--- src/rtl/core_pkg.sv ---
// Shared core definitions: data widths, RV32I major opcodes, and the opcode legality helper.
package core_pkg;

  localparam int unsigned XLEN     = 32;
  localparam int unsigned ILEN     = 32;
  localparam int unsigned OPCODE_W = 7;

  typedef enum logic [OPCODE_W-1:0] {
    OP_LOAD     = 7'b0000011,
    OP_MISC_MEM = 7'b0001111,
    OP_OP_IMM   = 7'b0010011,
    OP_AUIPC    = 7'b0010111,
    OP_STORE    = 7'b0100011,
    OP_OP       = 7'b0110011,
    OP_LUI      = 7'b0110111,
    OP_BRANCH   = 7'b1100011,
    OP_JALR     = 7'b1100111,
    OP_JAL      = 7'b1101111,
    OP_SYSTEM   = 7'b1110011
  } opcode_e;

  typedef enum logic [1:0] {
    IF_IDLE  = 2'd0,
    IF_READ  = 2'd1,
    IF_DONE  = 2'd2,
    IF_STUCK = 2'd3
  } if_state_e;

  // True when the major opcode belongs to the base RV32I set.
  function automatic logic is_legal_opcode(input logic [OPCODE_W-1:0] opcode);
    logic legal;
    legal = 1'b0;
    case (opcode)
      OP_LUI, OP_AUIPC, OP_JAL, OP_JALR, OP_BRANCH, OP_LOAD,
      OP_STORE, OP_OP_IMM, OP_OP, OP_MISC_MEM, OP_SYSTEM: legal = 1'b1;
      default: legal = 1'b0;
    endcase
    return legal;
  endfunction

endpackage

--- src/rtl/instr_opcode_check.sv ---
// Combinational legality check of an instruction's major opcode field.
module instr_opcode_check
  import core_pkg::*;
(
  input  logic [OPCODE_W-1:0] opcode,
  output logic                legal_c
);

  always_comb begin
    legal_c = is_legal_opcode(opcode);
  end

endmodule

--- src/rtl/stage_instruction_fetch.sv ---
// Instruction fetch stage: one-cycle synchronous memory read, opcode check, latched result.
module stage_instruction_fetch
  import core_pkg::*;
(
  input  logic            clk,
  input  logic            reset,
  input  logic            enable,
  input  logic [XLEN-1:0] pc,
  input  logic [XLEN-1:0] mem_r_data,
  output logic            is_complete,
  output logic [XLEN-1:0] mem_addr,
  output logic [ILEN-1:0] instr_bits
);

  if_state_e       state_q, state_d;
  logic [ILEN-1:0] instr_d;
  logic            complete_d;
  logic            opcode_legal_c;

  assign mem_addr = pc;

  instr_opcode_check u_opcode_check (
    .opcode  (mem_r_data[OPCODE_W-1:0]),
    .legal_c (opcode_legal_c)
  );

  always_ff @(posedge clk) begin
    if (reset) begin
      state_q     <= IF_IDLE;
      instr_bits  <= '0;
      is_complete <= 1'b0;
    end else begin
      state_q     <= state_d;
      instr_bits  <= instr_d;
      is_complete <= complete_d;
    end
  end

  // Read data is only consumed in READ, so X on the bus elsewhere cannot reach the outputs.
  always_comb begin
    state_d    = state_q;
    instr_d    = instr_bits;
    complete_d = is_complete;
    case (state_q)
      IF_IDLE: begin
        if (enable) begin
          state_d    = IF_READ;
          complete_d = 1'b0;
        end
      end
      IF_READ: begin
        instr_d = mem_r_data;
        if (opcode_legal_c) begin
          state_d    = IF_DONE;
          complete_d = 1'b1;
        end else begin
          state_d    = IF_STUCK;
          complete_d = 1'b0;
        end
      end
      IF_DONE: begin
        if (!enable) state_d = IF_IDLE;
      end
      IF_STUCK: begin
        complete_d = 1'b0;
      end
      default: begin
        state_d    = IF_IDLE;
        complete_d = 1'b0;
      end
    endcase
  end

endmodule

--- config.mk ---
export PLATFORM = sky130hd
export DESIGN_NAME = stage_instruction_fetch
export DESIGN_NICKNAME = d
export VERILOG_FILES = /design/src/rtl/core_pkg.sv /design/src/rtl/instr_opcode_check.sv /design/src/rtl/stage_instruction_fetch.sv
export SDC_FILE = /design/constraint.sdc
export NUM_CORES = 1
export LEC_CHECK = 0
export CELL_PAD_IN_SITES_DETAIL_PLACEMENT = 1
export CELL_PAD_IN_SITES_GLOBAL_PLACEMENT = 2
export CORE_MARGIN = 10
export CORE_UTILIZATION = 16
export CTS_BUF_LIST = sky130_fd_sc_hd__clkbuf_4
export DETAILED_ROUTE_END_ITERATION = 8
export GPL_ROUTABILITY_DRIVEN = 0
export PLACE_DENSITY = 0.9
export SYNTH_ARGS = -nofsm -noshare
export SYNTH_HDL_FRONTEND = slang
export SYNTH_SLANG_ARGS = --single-unit
--- constraint.sdc ---
create_clock -name clk -period 1.4 [get_ports clk]
set_input_delay 0.28 -clock clk [delete_from_list [all_inputs] [get_ports clk]]
set_output_delay 0.28 -clock clk [all_outputs]
set_load 0.005 [all_outputs]
==> results.json <==
{
  "start_kind": "register",
  "wl_um": 5010,
  "place_inst": 357,
  "yosysUniqueCellTypes": 18,
  "htreeDepth": 2,
  "fin_crit_sh_pct": 88.3,
  "drc_errors": 0,
  "ys_seq_elements": 35,
  "worst_ep_arrival_time_ns": 0.96,
  "antenna_found_initial": 0,
  "cts_tree": "done",
  "layout.nets": 306,
  "io_pins": 132,
  "cp_slowest_stage_delay_ns": 0.35,
  "grt_usage_pct": 6.99,
  "hold_violations": 0,
  "syn_inst": 194,
  "leakage_nw": 0.951,
  "status": "finished clean",
  "final_core_util_pct": 24.3,
  "cts.sinks": 35,
  "min_period_ns": 1.24,
  "max_freq_mhz": 809,
  "ant_nets": 0,
  "crit_start": "instr_bits[3]",
  "netlist.area_leader.share_pct": 45.3,
  "ys_seq_area_share_pct": 45.3,
  "worst-path-buf-inv": 1,
  "ir_drop_mv": 0.479,
  "maxCapViolations": 0,
  "final-instance-count-excl-fill": 369,
  "dr.pass1.iters": 4,
  "overflow": 0,
  "postCtsHoldBufs": 0,
  "grt_setup_unrepaired": "false",
  "wire_per_inst_um": 13.6,
  "clk-insertion-delay-late_ns": 0.34,
  "synth.net_count": 261,
  "skew_ns": 0.0168,
  "required_ns": 1.12,
  "portBuffers": 67,
  "diodes": 0,
  "die_w_um": 118,
  "crit_slowest_cell": "dfxtp_1",
  "num_vias": 1379,
  "root_buffer": "clkbuf_4",
  "critPathTopFamily": "flip-flops",
  "num_rows": 35,
  "area_growth_pct": 46.2,
  "cts-buffers-inserted": 5,
  "fin_tns_setup_ns": 0,
  "crit_path_end_kind": "output port",
  "synth_largest_area_cell": "dfxtp_1",
  "synth_area_um2": 1550,
  "die_h_um": 118,
  "worstHoldStart": "instr_bits[4]",
  "synth_area_leaders": "dfxtp_1 45%, buf_4 16%, nand2_1 16%, a21oi_1 11%, buf_6 2.9%",
  "dp_slack_ns": -0.110,
  "worst_slack_ns": 0.163,
  "dieArea_um2": 14000,
  "core_area_um2": 9330,
  "power_mw": 2.25,
  "finalSetupViolCount": 0,
  "worstPathMaxFanout": 2,
  "grt_max_degree": 29,
  "dpl_cell_area_um2": 2170,
  "worst-slew-pin-transition_ns": 0.349,
  "drt-initial-drc-count": 18,
  "clock_path_buffers": 2,
  "post-dp-hpwl_um": 3870,
  "yosysWarnings": 0,
  "design_area_um2": 2260,
  "synth.avg_cell_area_um2": 7.98,
  "fin_hold_ws_ns": 0.453,
  "holdCritPathClass": "reg -> reg",
  "grt_pass1_vias": 1517,
  "drive_gt1_share_pct": 19.6,
  "initial_core_util_pct": 16.6,
  "powerDensity_nw_per_um2": 995,
  "slew_viol_final": 0,
  "slew_headroom_pct": 76.2,
  "grt_pass1_wl_um": 7970,
  "fillerInstances": 1133,
  "clkTransAtPathRegs_ns": 0.13,
  "timing.rr.start": "state_q[0]",
  "vias_per_cell": 3.74,
  "path_cells": "dlygate4sd2_1",
  "path_class": "reg -> out"
}
[cells by family after synthesis]
group	after synthesis	share of synthesized area [%]
compound gates	40	14.0
flops	35	45.3
buf+inv	46	21.4
simple gates	73	19.3
[where the power goes]
| part | switching, mW | internal [mW] | leakage [nW] |
|---|---|---|---|
| sequential | 0.0305 | 1.07 | 0.296 |
| combinational | 0.184 | 0.232 | 0.610 |
| clock | 0.366 | 0.376 | 0.0452 |
| total | 0.580 | 1.67 | 0.951 |
[Yosys cell counts, drive strengths merged]
| master | instances |
|---|---|
| a2111oi | 1 |
| a21oi | 34 |
| a311oi | 2 |
| a31o | 1 |
| a31oi | 1 |
| buf | 41 |
| clkbuf | 3 |
| dfxtp | 35 |
| inv | 2 |
| nand2 | 65 |
| nand2b | 2 |
| nor2 | 1 |
| nor2b | 3 |
| nor3 | 1 |
| nor4b | 1 |
| o21ai | 1 |
[per-layer routing]
metal  routed length, µm  global-route usage [%]  vias to the layer above
li1                    -                       -                      679
met1                2190                    7.85                      624
met2                2270                    11.3                       70
met3                 533                    3.71                        6
met4                  23                    1.93                        0
met5                   0                       0                        -
[cell usage in the layout, fill, tap and decap left out]
cell	netlist	routed
buf_12	0	2
dfxtp_1	35	13
a311oi_1	2	2
a31oi_1	1	1
clkdlybuf4s50_1	0	34
buf_4	33	13
o21ai_0	1	1
nand2_1	65	65
nor3_1	1	1
inv_1	2	2
dlygate4sd2_1	0	33
nor4b_2	1	1
clkbuf_4	0	5
clkinv_2	0	1
clkinv_4	0	1
nand2b_1	2	2
a21oi_1	34	34
nor2b_1	3	2
a2111oi_0	1	1
bufinv_16	0	1
nor2b_2	0	1
dfxtp_2	0	22
a31o_1	1	1
nor2_1	1	1
[path summary, 6_finish.rpt]
check	end	slack, ns	cells after the start
hold / removal	instr_bits[4]	0.45	2
setup / recovery	instr_bits[3]	0.16	1
setup reg to reg	instr_bits[29]	0.27	4
hold reg to reg	instr_bits[4]	0.45	2
[sequential cells by signal (all words and copies together), names as in the netlist]
register,flops
is_complete,1
state_q,2
instr_bits,32
[what timing repair did]
action / 4_1_cts / 5_1_grt
resized for setup: 55 / 0
setup endpoints to repair: 33 / 0
buffers inserted: 4 / 0
[cell type report]
class | count | area [µm²] | area share (%)
multi-input combinational | 113 | 518 | 22.9
clock inverter | 3 | 43.8 | 1.93
clock buffer | 5 | 37.5 | 1.66
tap | 129 | 161 | 7.13
sequential | 35 | 728 | 32.2
inverter | 2 | 7.51 | 0.332
timing repair buffer | 82 | 767 | 33.9
(Power assumes the default switching activity.)
